**src/rtl/arb_pkg.sv**
```systemverilog
// Shared types and helpers for the 16-requester round-robin arbiter.
package arb_pkg;

    localparam int unsigned N_REQ = 16;
    localparam int unsigned ID_W  = 4;

    typedef enum logic [0:0] {
        ST_IDLE  = 1'b0,
        ST_GRANT = 1'b1
    } state_t;

    // Mask with bits 0..ptr set; selects the requesters still ahead in rotation.
    function automatic logic [N_REQ-1:0] low_mask(input logic [ID_W-1:0] ptr);
        logic [N_REQ-1:0] m;
        m = '0;
        for (int i = 0; i < N_REQ; i++) begin
            m[i] = (ID_W'(i) <= ptr);
        end
        return m;
    endfunction

endpackage

```
**src/rtl/prio_enc16.sv**
```systemverilog
// 16:1 priority encoder: index of the highest set bit, plus any-bit-set flag.
module prio_enc16
    import arb_pkg::*;
(
    input  logic [N_REQ-1:0] d,
    output logic [ID_W-1:0]  y,
    output logic             valid
);

    always_comb begin
        y = '0;
        for (int i = 0; i < N_REQ; i++) begin
            if (d[i]) begin
                y = ID_W'(i);
            end
        end
    end

    assign valid = |d;

endmodule

```
**src/rtl/rr_arbiter16.sv**
```systemverilog
// Round-robin arbiter for 16 requesters: latches one owner, holds until release,
// request drop or hold timeout, then rotates priority past the last winner.
module rr_arbiter16
    import arb_pkg::*;
#(
    parameter int unsigned MAX_HOLD = 64
) (
    input  logic             clk,
    input  logic             rst,
    input  logic [N_REQ-1:0] req,
    input  logic             rel,
    output logic [N_REQ-1:0] gnt,
    output logic [ID_W-1:0]  gnt_id,
    output logic             gnt_valid,
    output logic             timeout
);

    localparam int unsigned CNT_W = (MAX_HOLD == 0) ? 1 : $clog2(MAX_HOLD + 1);

    state_t           state_q, state_d;
    logic [ID_W-1:0]  ptr_q, ptr_d;
    logic [CNT_W-1:0] cnt_q, cnt_d;
    logic [N_REQ-1:0] gnt_d;
    logic [ID_W-1:0]  gnt_id_d;
    logic             gnt_valid_d;
    logic             timeout_d;

    logic [N_REQ-1:0] masked_req;
    logic [ID_W-1:0]  masked_id, full_id, winner;
    logic             masked_any, full_any;
    logic             release_c, expire_c;

    assign masked_req = req & low_mask(ptr_q);

    prio_enc16 u_enc_masked (
        .d     (masked_req),
        .y     (masked_id),
        .valid (masked_any)
    );

    prio_enc16 u_enc_full (
        .d     (req),
        .y     (full_id),
        .valid (full_any)
    );

    // Fall back to the unmasked search when nothing remains below the pointer.
    assign winner    = masked_any ? masked_id : full_id;
    assign release_c = rel | ~req[gnt_id];
    assign expire_c  = (MAX_HOLD != 0) && (cnt_q == CNT_W'(MAX_HOLD));

    always_comb begin
        state_d     = state_q;
        ptr_d       = ptr_q;
        cnt_d       = cnt_q;
        gnt_d       = gnt;
        gnt_id_d    = gnt_id;
        gnt_valid_d = gnt_valid;
        timeout_d   = 1'b0;

        unique case (state_q)
            ST_IDLE: begin
                if (full_any) begin
                    state_d     = ST_GRANT;
                    gnt_id_d    = winner;
                    gnt_d       = N_REQ'(1) << winner;
                    gnt_valid_d = 1'b1;
                    cnt_d       = CNT_W'(1);
                    ptr_d       = ID_W'(winner - ID_W'(1));
                end
            end
            ST_GRANT: begin
                if (release_c || expire_c) begin
                    state_d     = ST_IDLE;
                    gnt_id_d    = '0;
                    gnt_d       = '0;
                    gnt_valid_d = 1'b0;
                    cnt_d       = '0;
                    // An explicit or implicit release wins over a coincident expiry.
                    timeout_d   = expire_c & ~release_c;
                end else if ((MAX_HOLD != 0) && (cnt_q != CNT_W'(MAX_HOLD))) begin
                    cnt_d = cnt_q + CNT_W'(1);
                end
            end
            default: begin
                state_d = ST_IDLE;
            end
        endcase
    end

    always_ff @(posedge clk) begin
        if (rst) begin
            state_q   <= ST_IDLE;
            ptr_q     <= ID_W'(N_REQ - 1);
            cnt_q     <= '0;
            gnt       <= '0;
            gnt_id    <= '0;
            gnt_valid <= 1'b0;
            timeout   <= 1'b0;
        end else begin
            state_q   <= state_d;
            ptr_q     <= ptr_d;
            cnt_q     <= cnt_d;
            gnt       <= gnt_d;
            gnt_id    <= gnt_id_d;
            gnt_valid <= gnt_valid_d;
            timeout   <= timeout_d;
        end
    end

endmodule
```
**config.mk**
```make
export PLATFORM = sky130hd
export DESIGN_NAME = rr_arbiter16
export DESIGN_NICKNAME = d
export VERILOG_FILES = /design/src/rtl/arb_pkg.sv /design/src/rtl/prio_enc16.sv /design/src/rtl/rr_arbiter16.sv
export SDC_FILE = /design/constraint.sdc
export NUM_CORES = 1
export LEC_CHECK = 0
export ABC_AREA = 1
export CAP_MARGIN = 20
export CORE_ASPECT_RATIO = 0.9
export CORE_MARGIN = 10
export CORE_UTILIZATION = 25
export CTS_CLUSTER_DIAMETER = 80
export DETAILED_ROUTE_END_ITERATION = 8
export GPL_TIMING_DRIVEN = 0
export REMOVE_ABC_BUFFERS = 1
export SLEW_MARGIN = 20
export SYNTH_ARGS = -nofsm -noshare
export SYNTH_HDL_FRONTEND = slang
export SYNTH_HIERARCHICAL = 1
export SYNTH_SLANG_ARGS = --single-unit
```
**constraint.sdc**
```tcl
create_clock -name clk -period 5.5 [get_ports clk]
set_clock_uncertainty 0.1 [all_clocks]
set_input_delay 1.1 -clock clk [delete_from_list [all_inputs] [get_ports clk]]
set_output_delay 1.1 -clock clk [all_outputs]
set_load 0.005 [all_outputs]
```
==> results of run 1 <==
-- worst min-delay path by stage --
| stage | start | endpoint | slack, ns | cells past startpoint |
|---|---|---|---|---|
| detailed placement | gnt_valid | gnt_valid | 0.35 | 2 |
| global placement | gnt[6] | gnt[6] | 0.35 | 2 |
| global route | gnt[2] | gnt[2] | 0.40 | 2 |
| finish | gnt[6] | gnt[6] | 0.36 | 2 |
| floorplan | gnt[0] | gnt[0] | 0.35 | 2 |
| CTS | gnt[6] | gnt[6] | 0.37 | 2 |
-- power by group through the flow --
| stage | Sequential [mW] | Clock [mW] | Combinational [mW] |
|---|---|---|---|
| 2_1_floorplan | 0.301 | 0 | 0.207 |
| 3_3_place_gp | 0.308 | 0 | 0.308 |
| 3_5_place_dp | 0.308 | 0 | 0.311 |
| 4_1_cts | 0.303 | 0.178 | 0.313 |
| 5_1_grt | 0.307 | 0.188 | 0.360 |
| 6_report | 0.303 | 0.170 | 0.309 |
-- worst register-to-register path, delay by kind of cell (launching register included) --
kind	cells	cell delay (ns)
AOI/OAI and AO/OA	2	0.69
adders and majority gates	1	0.24
buffers and inverters	2	0.28
DFF	1	0.38
and+or+nand+nor	8	1.28
-- area by class of cell --
cell class / instances / area (um^2) / area share, %
multi-input combinational: 278 / 1330 / 45.5
sequential: 34 / 681 / 23.2
timing repair buffer: 40 / 400 / 13.7
inverter: 77 / 289 / 9.86
tap: 122 / 153 / 5.21
clock buffer: 7 / 76.3 / 2.60
-- through the flow --
| step | instances | util, % |
|---|---|---|
| detailed placement | 551 | 31.3 |
| CTS | 558 | 32.1 |
| finish | 558 | 32.1 |
| floorplan | 389 | - |
| global placement | 551 | 31.3 |
| global route | 558 | 32.1 |
-- state kept, by name, summed over array words and instances (netlist names) --
| signal | flops |
|---|---|
| gnt | 16 |
| timeout | 1 |
| state_q | 1 |
| gnt_valid | 1 |
| gnt_id | 4 |
| ptr_q | 4 |
| cnt_q | 7 |
-- logic make-up after synthesis --
group	count (synthesis)
xor+xnor	5
simple gates	222
buf+inv	84
flops	34
fa+ha+maj	7
compound gates	44
-- placed cells by master, fill, tap and decap left out, types with 3 or more instances in the layout --
cell type	n
sky130_fd_sc_hd__nand2_1	109
sky130_fd_sc_hd__inv_1	71
sky130_fd_sc_hd__nor2_1	61
sky130_fd_sc_hd__clkdlybuf4s50_1	40
sky130_fd_sc_hd__dfxtp_1	34
sky130_fd_sc_hd__nand3_1	31
sky130_fd_sc_hd__a21oi_1	20
sky130_fd_sc_hd__o21ai_0	10
sky130_fd_sc_hd__nor3_1	7
sky130_fd_sc_hd__ha_1	7
sky130_fd_sc_hd__inv_2	6
sky130_fd_sc_hd__o21a_1	5
sky130_fd_sc_hd__clkbuf_8	5
sky130_fd_sc_hd__a211oi_1	4
sky130_fd_sc_hd__xor2_1	4
sky130_fd_sc_hd__or2_2	3
sky130_fd_sc_hd__nand4_1	3
sky130_fd_sc_hd__nor4_1	3
-- layer usage --
layer	vias up	wire length (um)	global-route usage, %
li1	1297	-	-
met1	1079	3090	11.9
met2	44	2620	13.9
met3	5	363	2.58
met4	0	49	1.96
met5	-	0	0
==> Flow_metrics.wiki, run 1 <==
{| class="wikitable"
! Metric !! Value
|-
| Post_cts resized || 0
|-
| Worst slew pin tran || 0.710 ns
|-
| Part of the Yosys area used for sequential elements || 29.0%
|-
| Final count of hold timing violations || 0
|-
| Number of max-cap violations || 0
|-
| Core outline area || 9130 um^2
|-
| Leakage power total || 1.39 nW
|-
| Number of buffers created by CTS || 5
|-
| Remaining global-route overflow || 0
|-
| Multiplexer area fraction after synthesis || 0%
|-
| Worst vdd rail ir drop || 0.0000907 V
|-
| Clock root cell || sky130_fd_sc_hd__clkbuf_8
|-
| Cell Area, Synth || 2350 um^2
|-
| Synth Register Bits || 34
|-
| Synth Area per Inst || 5.93 um^2
|-
| H-tree depth reported by CTS || 2
|-
| Distinct cell type count after synthesis || 30
|-
| Number of buffers on the longest clock path || 2
|-
| Crit path time final || 3.80 ns
|-
| Number of instances in the synthesized netlist || 396
|-
| Post-Place Setup Slack || 1.41 ns
|-
| Crit Path Category || input pin to register
|-
| Number of sinks on the clock net || 34
|-
| DRT Wirelength || 6120 um
|-
| Run status || finished clean
|-
| Termination of the worst setup path || gnt[14]
|-
| Share of synthesized cell area in and, or, nand and nor gates || 40.1%
|-
| Number of I/O pins || 41
|-
| Power dissipated by switching net loads || 300 uW
|-
| Post-Place Cell Area || 2860 um^2
|-
| Layout overhead on the synthesized area || 24.8%
|-
| Hold slack || 0.362 ns
|-
| Quantity of hold-fixing buffers added after cts || 0
|-
| Average wire per standard cell || 11.0 um
|-
| Reg2Reg Launch Point || ptr_q[3]
|-
| Pin count of the biggest net entering global routing || 20
|-
| Post-synth ARST share || 0%
|-
| Top flip-flop cell by instance count after synthesis || sky130_fd_sc_hd__dfxtp_1
|-
| Area fraction of the dominant cell type after synthesis || 29.0%
|-
| Worst-path fanout max || 4
|-
| Kind of path behind the tightest hold check || register to register
|-
| Most repeated library cell on the critical path || sky130_fd_sc_hd__nand2_1
|-
| Total power || 783 uW
|-
| Initial antenna violation count || 0
|-
| Fin Setup TNS || 0 ns
|-
| Die Wd || 122 um
|-
| Final RePlAce weighted congestion || 0.826
|-
| Setup slack, reg-to-reg || 2.42 ns
|-
| Final cycle utilization of the critical path || 69.1%
|-
| All-Layer GR Usage || 8.94%
|-
| Via count normalized by instance count || 4.35
|-
| EDFF count, synth || 0
|-
| Wire length of the first global-routing pass || 10400 um
|-
| FF-to-FF End || gnt[14]
|-
| Final setup violation count || 0
|-
| Sequential group share of total power || 38.7%
|-
| Stages on worst setup path || 20
|-
| Crit-path leading delay family || simple AND/OR/NAND/NOR gates
|-
| Ranking of synthesized cells by instance count || sky130_fd_sc_hd__nand2_1, sky130_fd_sc_hd__inv_1, sky130_fd_sc_hd__nor2_1
|-
| Delay contributed by the slowest stage of the critical path || 0.52 ns
|-
| Ordered cell list for the critical path || clkdlybuf4s50_1 > inv_1 > a211oi_1 > nor2_1 > o21ai_0 > nand3_1 > nand2_1 > nand2_1 > nand2_1 > nand2_1 > or2_2 > o21ai_0 > inv_1 > ha_1 > inv_1 > nor2_1 > nand2_1 > nand3_1 > nand2_1 > nor2_1
|-
| Placement row count || 33
|-
| RSZ-0062 raised after global routing || no
|-
| Fin. max-slew vios || 0
|-
| Biggest area contributors in the synthesized netlist || sky130_fd_sc_hd__dfxtp_1, sky130_fd_sc_hd__nand2_1, sky130_fd_sc_hd__inv_1
|-
| Detailed-router iteration count before antenna repair || 4
|-
| Vias in the first global route || 2342
|-
| Fill cells || 1008
|-
| Required arrival time at the worst endpoint || 5.57 ns
|-
| Clock tree from TritonCTS || built
|-
| Dominant combinational cell family by area after synthesis || simple AND/OR/NAND/NOR gates
|-
| CP Data Arrival Time || 3.87 ns
|-
| Fraction of synthesized cell area in xor and xnor cells || 1.86%
|-
| Complex-gate fraction of the synthesized area || 11.0%
|-
| Peak Freq || 263 MHz
|-
| Slew HR || 52.5%
|-
| Clock transition time at the flip-flop clock pins of the worst setup and hold paths || 0.07 ns
|-
| Ys Warns || 6
|-
| Buffers and inverters on the worst path || 4
|-
| Share of cells above drive strength 1 || 4.59%
|-
| Switching part of the total || 38.3%
|-
| Clock group share of total power || 21.8%
|-
| # diodes || 0
|-
| Slowest CP cell || sky130_fd_sc_hd__clkdlybuf4s50_1
|-
| Cell internal pwr || 483 uW
|-
| Final Worst Setup Slack || 1.70 ns
|-
| Worst r2r path cells || 13
|-
| Vias || 2425
|-
| Postcts setup bufs || 0
|-
| Count of input and output buffers || 40
|-
| Skew-Pair Late Insertion Delay || 0.28 ns
|-
| Beginning of the critical path || req[5]
|-
| Post-Synth Adder-Cell Area || 3.73%
|-
| Power density relative to cell area || 267 nW/um^2
|-
| Starting Density || 25.8%
|-
| Height of the die || 112 um
|-
| Most instantiated library cell after synthesis || sky130_fd_sc_hd__nand2_1
|-
| HPWL reported at the end of detailed placement || 4990 um
|-
| # nets final || 462
|-
| Cell area after layout || 2930 um^2
|-
| Part of the total power dissipated in combinational logic || 39.5%
|-
| Type of origin of the critical path || input pin
|-
| Area of the die || 13700 um^2
|-
| Critical Path Sink Type || register
|-
| Number of remaining DRC errors || 0
|-
| Number of antenna-violating nets in the routed design || 0
|-
| Dominant cell type by area after synthesis || sky130_fd_sc_hd__dfxtp_1
|-
| Number of DRC markers after the initial detailed-route iteration || 100
|}
Note: power is estimated with default switching activity, not from simulation.
==> run 2: changes to the inputs <==
clock period = 3.2 ns   (was 5.5 ns; I/O delays follow)
==> run 2 against run 1 <==
Sequential cell count stayed put. Critical endpoint is now gnt[4]. Worst hold slack stayed put. Largest power group unchanged. Die area stayed put. Design area is 3.3% higher. Critical path type unchanged. Via count is 0.25% lower. Register-to-register slack worse by 2.1 ns. Sequential share of layout area is 0.74 points lower. Sequential power is 72% higher. Highest routed layer unchanged. Largest cell class unchanged. First-iteration DRC count is 2.0% higher. Global-route usage stayed put. Setup slack worse by 1.4 ns. Total power is 77% higher.
==> Flow_metrics.wiki, run 2 (same netlist as run 1, synthesis figures left out) <==
{| class="wikitable"
! Metric !! Value
|-
| Number of flip-flops in the largest register || 16
|-
| All-Layer GR Usage || 8.94%
|-
| Number of sinks on the clock net || 34
|-
| Worst vdd rail ir drop || 0.000156 V
|-
| Wire length of the first global-routing pass || 10400 um
|-
| Fin Setup TNS || 0 ns
|-
| Final count of hold timing violations || 0
|-
| Required arrival time at the worst endpoint || 3.30 ns
|-
| Skew-Pair Late Insertion Delay || 0.28 ns
|-
| Critical Path Sink Type || register
|-
| Run status || finished clean
|-
| Count of input and output buffers || 40
|-
| Post-Place Cell Area || 2860 um^2
|-
| Quantity of hold-fixing buffers added after cts || 0
|-
| Number of buffers created by CTS || 5
|-
| Cell area after layout || 3030 um^2
|-
| Number of remaining DRC errors || 0
|-
| Leakage power total || 1.44 nW
|-
| Number of buffers on the longest clock path || 2
|-
| Vias in the first global route || 2328
|-
| Most common library cell in the layout ignoring fill and taps || sky130_fd_sc_hd__nand2_1
|-
| CP Data Arrival Time || 3.04 ns
|-
| Kind of path behind the tightest hold check || register to register
|-
| Clock transition time at the flip-flop clock pins of the worst setup and hold paths || 0.07 ns
|-
| Area of the die || 13700 um^2
|-
| Number of cells after detailed placement || 551
|-
| Initial antenna violation count || 0
|-
| Number of max-cap violations || 0
|-
| Hold slack || 0.362 ns
|-
| Number of DRC markers after the initial detailed-route iteration || 102
|-
| Share of cells above drive strength 1 || 8.92%
|-
| Clock root cell || sky130_fd_sc_hd__clkbuf_8
|-
| # nets final || 463
|-
| Final RePlAce weighted congestion || 0.826
|-
| DRT Wirelength || 6180 um
|-
| Crit path time final || 2.94 ns
|-
| Pin count of the biggest net entering global routing || 20
|-
| Final cycle utilization of the critical path || 91.8%
|-
| Placement row count || 33
|-
| Vias || 2419
|-
| Number of antenna-violating nets in the routed design || 0
|-
| Peak Freq || 340 MHz
|-
| Worst-path fanout max || 7
|-
| Commonest cells after routing, fill and taps aside || sky130_fd_sc_hd__nand2_1, sky130_fd_sc_hd__inv_1, sky130_fd_sc_hd__nor2_1, sky130_fd_sc_hd__clkdlybuf4s50_1, sky130_fd_sc_hd__dfxtp_1
|-
| Height of the die || 112 um
|-
| Final setup violation count || 0
|-
| Fin. max-slew vios || 0
|-
| Clock tree from TritonCTS || built
|-
| Remaining global-route overflow || 0
|-
| Power density relative to cell area || 458 nW/um^2
|-
| Core outline area || 9130 um^2
|-
| Average wire per standard cell || 11.1 um
|-
| Register with the most flip-flops || gnt
|-
| Via count normalized by instance count || 4.33
|-
| Die Wd || 122 um
|-
| Number of I/O pins || 41
|-
| Crit Path Category || input pin to register
|-
| Total power || 1.39 mW
|-
| # diodes || 0
|-
| Detailed-router iteration count before antenna repair || 4
|-
| Layout overhead on the synthesized area || 28.9%
|-
| Type of origin of the critical path || input pin
|-
| Post-route non-filler standard cell count || 559
|-
| Largest regs || gnt (16), cnt_q (7)
|-
| H-tree depth reported by CTS || 2
|-
| HPWL reported at the end of detailed placement || 4990 um
|-
| Worst slew pin tran || 0.715 ns
|-
| RSZ-0062 raised after global routing || no
|-
| Slew HR || 52.2%
|-
| Starting Density || 25.8%
|}
[run 2: cell count changes in the layout (fill, tap and decap cells not counted), sizes merged]
| cell | before | now |
|---|---|---|
| buf | 0 | 1 |
| clkdlybuf4s50 | 40 | 36 |
| dlymetal6s2s | 0 | 4 |
[run 2: report_power, final]
group,total (mW),internal [mW],switching (mW)
logic,0.572,0.228,0.344
registers,0.522,0.468,0.0543
clock network,0.293,0.150,0.143
[run 2: timing repair]
item	CTS	global route
endpoints found under the setup margin	10	18
pin swaps	0	2
resized for setup	2	22
setup buffers	0	1
[run 2: critical path: stages]
cell	delay, ns
sky130_fd_sc_hd__clkdlybuf4s50_1	0.50
sky130_fd_sc_hd__inv_1	0.09
sky130_fd_sc_hd__a211oi_2	0.19
sky130_fd_sc_hd__nor2_1	0.08
sky130_fd_sc_hd__nand2_1	0.09
sky130_fd_sc_hd__nor2_1	0.07
sky130_fd_sc_hd__nand3_2	0.14
sky130_fd_sc_hd__inv_2	0.06
sky130_fd_sc_hd__or2_2	0.27
sky130_fd_sc_hd__o21ai_0	0.17
sky130_fd_sc_hd__inv_1	0.17
sky130_fd_sc_hd__nor3_4	0.30
sky130_fd_sc_hd__nand2_1	0.10
sky130_fd_sc_hd__a21oi_1	0.15
[run 2: final timing paths]
| check | startpoint | end | slack (ns) | cells after the start |
|---|---|---|---|---|
| max | req[11] | gnt[4] | 0.26 | 14 |
| min | gnt[6] | gnt[6] | 0.36 | 2 |
| min reg2reg | gnt[6] | gnt[6] | 0.36 | 2 |
| max reg2reg | ptr_q[3] | gnt[4] | 0.35 | 9 |
[run 2: layout make-up]
class                   instances  area (um^2)
inverters                      77          289
fillers                       994         6100
flip-flops and latches         34          681
repair buffers                 41          418
clock buffers                   7         76.3
well taps                     122          153
multi-input cells             278         1410
[run 2: per-stage QoR]
step	setup WS (ns)	utilization, %
after floorplan	0.555	-
after global placement	-0.412	31.3
after detailed placement	-0.427	31.3
after CTS	0.0375	32.2
after global routing	0.00756	33.2
final	0.262	33.2
[run 2: routing by layer]
layer | wire, um | GRT usage [%]
met1 | 3080 | 11.9
met2 | 2650 | 13.9
met3 | 395 | 2.58
met4 | 50 | 1.96
met5 | 0 | 0
==> run 3: changes to the inputs <==
--- a/config.mk
+++ b/config.mk
@@ -15,4 +15,5 @@
 export GPL_TIMING_DRIVEN = 0
 export REMOVE_ABC_BUFFERS = 1
+export SKIP_CTS_REPAIR_TIMING = 1
 export SLEW_MARGIN = 20
 export SYNTH_ARGS = -nofsm -noshare
==> constraint.sdc (replaced) <==
create_clock -name clk -period 3.2 [get_ports clk]
set_clock_uncertainty 0.1 [all_clocks]
set_input_delay 0.32 -clock clk [delete_from_list [all_inputs] [get_ports clk]]
set_output_delay 0.32 -clock clk [all_outputs]
set_load 0.005 [all_outputs]
==> run 3 against run 2 <==
Design area down 3.0%. Sequential power hardly changed. Cell count is 0.18% lower.
==> Flow_metrics.wiki, run 3 (same netlist as run 1, synthesis figures left out) <==
{| class="wikitable"
! Metric !! Value
|-
| Clock root cell || sky130_fd_sc_hd__clkbuf_8
|-
| HPWL reported at the end of detailed placement || 4990 um
|-
| RSZ-0062 raised after global routing || no
|-
| Most common library cell in the layout ignoring fill and taps || sky130_fd_sc_hd__nand2_1
|-
| Final setup violation count || 0
|-
| Run status || finished clean
|-
| Largest regs || gnt (16), cnt_q (7)
|-
| Reg2Reg Launch Point || ptr_q[2]
|-
| Leakage power total || 1.39 nW
|-
| Number of max-cap violations || 0
|-
| Type of origin of the critical path || register
|-
| Number of buffers on the longest clock path || 2
|-
| Setup slack, reg-to-reg || 0.37 ns
|-
| Worst r2r path cells || 15
|-
| Commonest cells after routing, fill and taps aside || sky130_fd_sc_hd__nand2_1, sky130_fd_sc_hd__inv_1, sky130_fd_sc_hd__nor2_1, sky130_fd_sc_hd__clkdlybuf4s50_1, sky130_fd_sc_hd__dfxtp_1
|-
| FF-to-FF End || gnt[14]
|-
| CP Data Arrival Time || 2.95 ns
|-
| Crit Path Category || register to register
|-
| Height of the die || 112 um
|-
| Worst vdd rail ir drop || 0.000156 V
|-
| Power density relative to cell area || 460 nW/um^2
|-
| H-tree depth reported by CTS || 2
|-
| Core outline area || 9130 um^2
|-
| Number of DRC markers after the initial detailed-route iteration || 106
|-
| Beginning of the critical path || ptr_q[2]
|-
| Count of input and output buffers || 40
|-
| Peak Freq || 353 MHz
|-
| Skew-Pair Late Insertion Delay || 0.28 ns
|-
| Required arrival time at the worst endpoint || 3.32 ns
|-
| Worst-path fanout max || 5
|-
| DRT Wirelength || 6130 um
|-
| Placement row count || 33
|-
| Clock transition time at the flip-flop clock pins of the worst setup and hold paths || 0.07 ns
|-
| Total power || 1.35 mW
|-
| # diodes || 0
|-
| Detailed-router iteration count before antenna repair || 4
|-
| Switching part of the total || 38.3%
|-
| Average wire per standard cell || 11.0 um
|-
| Die Wd || 122 um
|-
| Pin count of the biggest net entering global routing || 20
|-
| Termination of the worst setup path || gnt[14]
|-
| Cell internal pwr || 833 uW
|-
| Share of cells above drive strength 1 || 5.05%
|-
| Slew HR || 52.5%
|-
| Number of flip-flops in the largest register || 16
|-
| Number of antenna-violating nets in the routed design || 0
|-
| Sequential group share of total power || 38.7%
|-
| Part of the total power dissipated in combinational logic || 39.7%
|-
| Worst slew pin tran || 0.711 ns
|-
| Fin Setup TNS || 0 ns
|-
| All-Layer GR Usage || 8.94%
|-
| Crit path time final || 2.83 ns
|-
| # nets final || 462
|-
| Via count normalized by instance count || 4.34
|-
| Power dissipated by switching net loads || 517 uW
|-
| Wire length of the first global-routing pass || 10400 um
|-
| Final RePlAce weighted congestion || 0.826
|-
| Register with the most flip-flops || gnt
|-
| Vias in the first global route || 2342
|-
| Starting Density || 25.8%
|-
| Fin. max-slew vios || 0
|-
| Final count of hold timing violations || 0
|-
| Remaining global-route overflow || 0
|-
| Number of I/O pins || 41
|-
| Vias || 2419
|-
| Initial antenna violation count || 0
|-
| Layout overhead on the synthesized area || 25.0%
|-
| Clock tree from TritonCTS || built
|-
| Clock group share of total power || 21.7%
|-
| Final cycle utilization of the critical path || 88.5%
|-
| Critical Path Sink Type || register
|-
| Number of sinks on the clock net || 34
|-
| Kind of path behind the tightest hold check || register to register
|-
| Number of buffers created by CTS || 5
|-
| Number of remaining DRC errors || 0
|-
| Area of the die || 13700 um^2
|}
## run 3: per-stage QoR
| stage | instances | instance area (um^2) | hold WS, ns | utilization (%) | setup slack [ns] |
|---|---|---|---|---|---|
| after floorplan | 389 | 2300 | 0.282 | - | 0.719 |
| after global placement | 551 | 2860 | 0.353 | 31.3 | -0.0916 |
| after detailed placement | 551 | 2860 | 0.354 | 31.3 | -0.107 |
| after CTS | 558 | 2930 | 0.366 | 32.1 | 0.0595 |
| after global routing | 558 | 2940 | 0.403 | 32.2 | 0.0333 |
| final | 558 | 2940 | 0.362 | 32.2 | 0.368 |
## run 3: how the worst min path moves through the flow
stage               startpoint        end  slack [ns]  cells past startpoint
floorplan                  rst  gnt_id[1]        0.28                      1
global placement        gnt[6]     gnt[6]        0.35                      2
detailed placement   gnt_valid  gnt_valid        0.35                      2
CTS                     gnt[6]     gnt[6]        0.37                      2
global route            gnt[2]     gnt[2]        0.40                      2
finish                  gnt[6]     gnt[6]        0.36                      2
## run 3: power groups by stage
| stage | registers, mW | clock network [mW] | logic (mW) |
|---|---|---|---|
| floorplan | 0.517 | 0 | 0.356 |
| global placement | 0.530 | 0 | 0.529 |
| detailed placement | 0.530 | 0 | 0.535 |
| CTS | 0.520 | 0.307 | 0.538 |
| global route | 0.529 | 0.323 | 0.621 |
| finish | 0.522 | 0.293 | 0.535 |
## run 3: layout make-up
cell class              instances  area [um^2]
repair buffers                 40          400
multi-input cells             278         1340
inverters                      77          289
well taps                     122          153
flip-flops and latches         34          682
clock buffers                   7         76.3
fillers                      1009         6190
## run 3: routing by layer
layer | track usage, % | vias to the layer above | wire [um]
li1 | - | 1298 | -
met1 | 11.9 | 1074 | 3100
met2 | 13.9 | 42 | 2630
met3 | 2.58 | 5 | 349
met4 | 1.96 | 0 | 49
met5 | 0 | - | 0
## run 3: critical path, cell delays in order, from the launching register on
cell	delay (ns)
sky130_fd_sc_hd__dfxtp_1	0.35
sky130_fd_sc_hd__nor2_1	0.28
sky130_fd_sc_hd__a21oi_1	0.16
sky130_fd_sc_hd__nor4_1	0.40
sky130_fd_sc_hd__nand3_1	0.28
sky130_fd_sc_hd__inv_2	0.14
sky130_fd_sc_hd__or2_2	0.12
sky130_fd_sc_hd__o21ai_2	0.08
sky130_fd_sc_hd__inv_1	0.14
sky130_fd_sc_hd__ha_1	0.17
sky130_fd_sc_hd__inv_1	0.05
sky130_fd_sc_hd__nor2_1	0.15
sky130_fd_sc_hd__nand2_1	0.07
sky130_fd_sc_hd__nand3_1	0.10
sky130_fd_sc_hd__nand2_1	0.07
sky130_fd_sc_hd__nor2_1	0.11
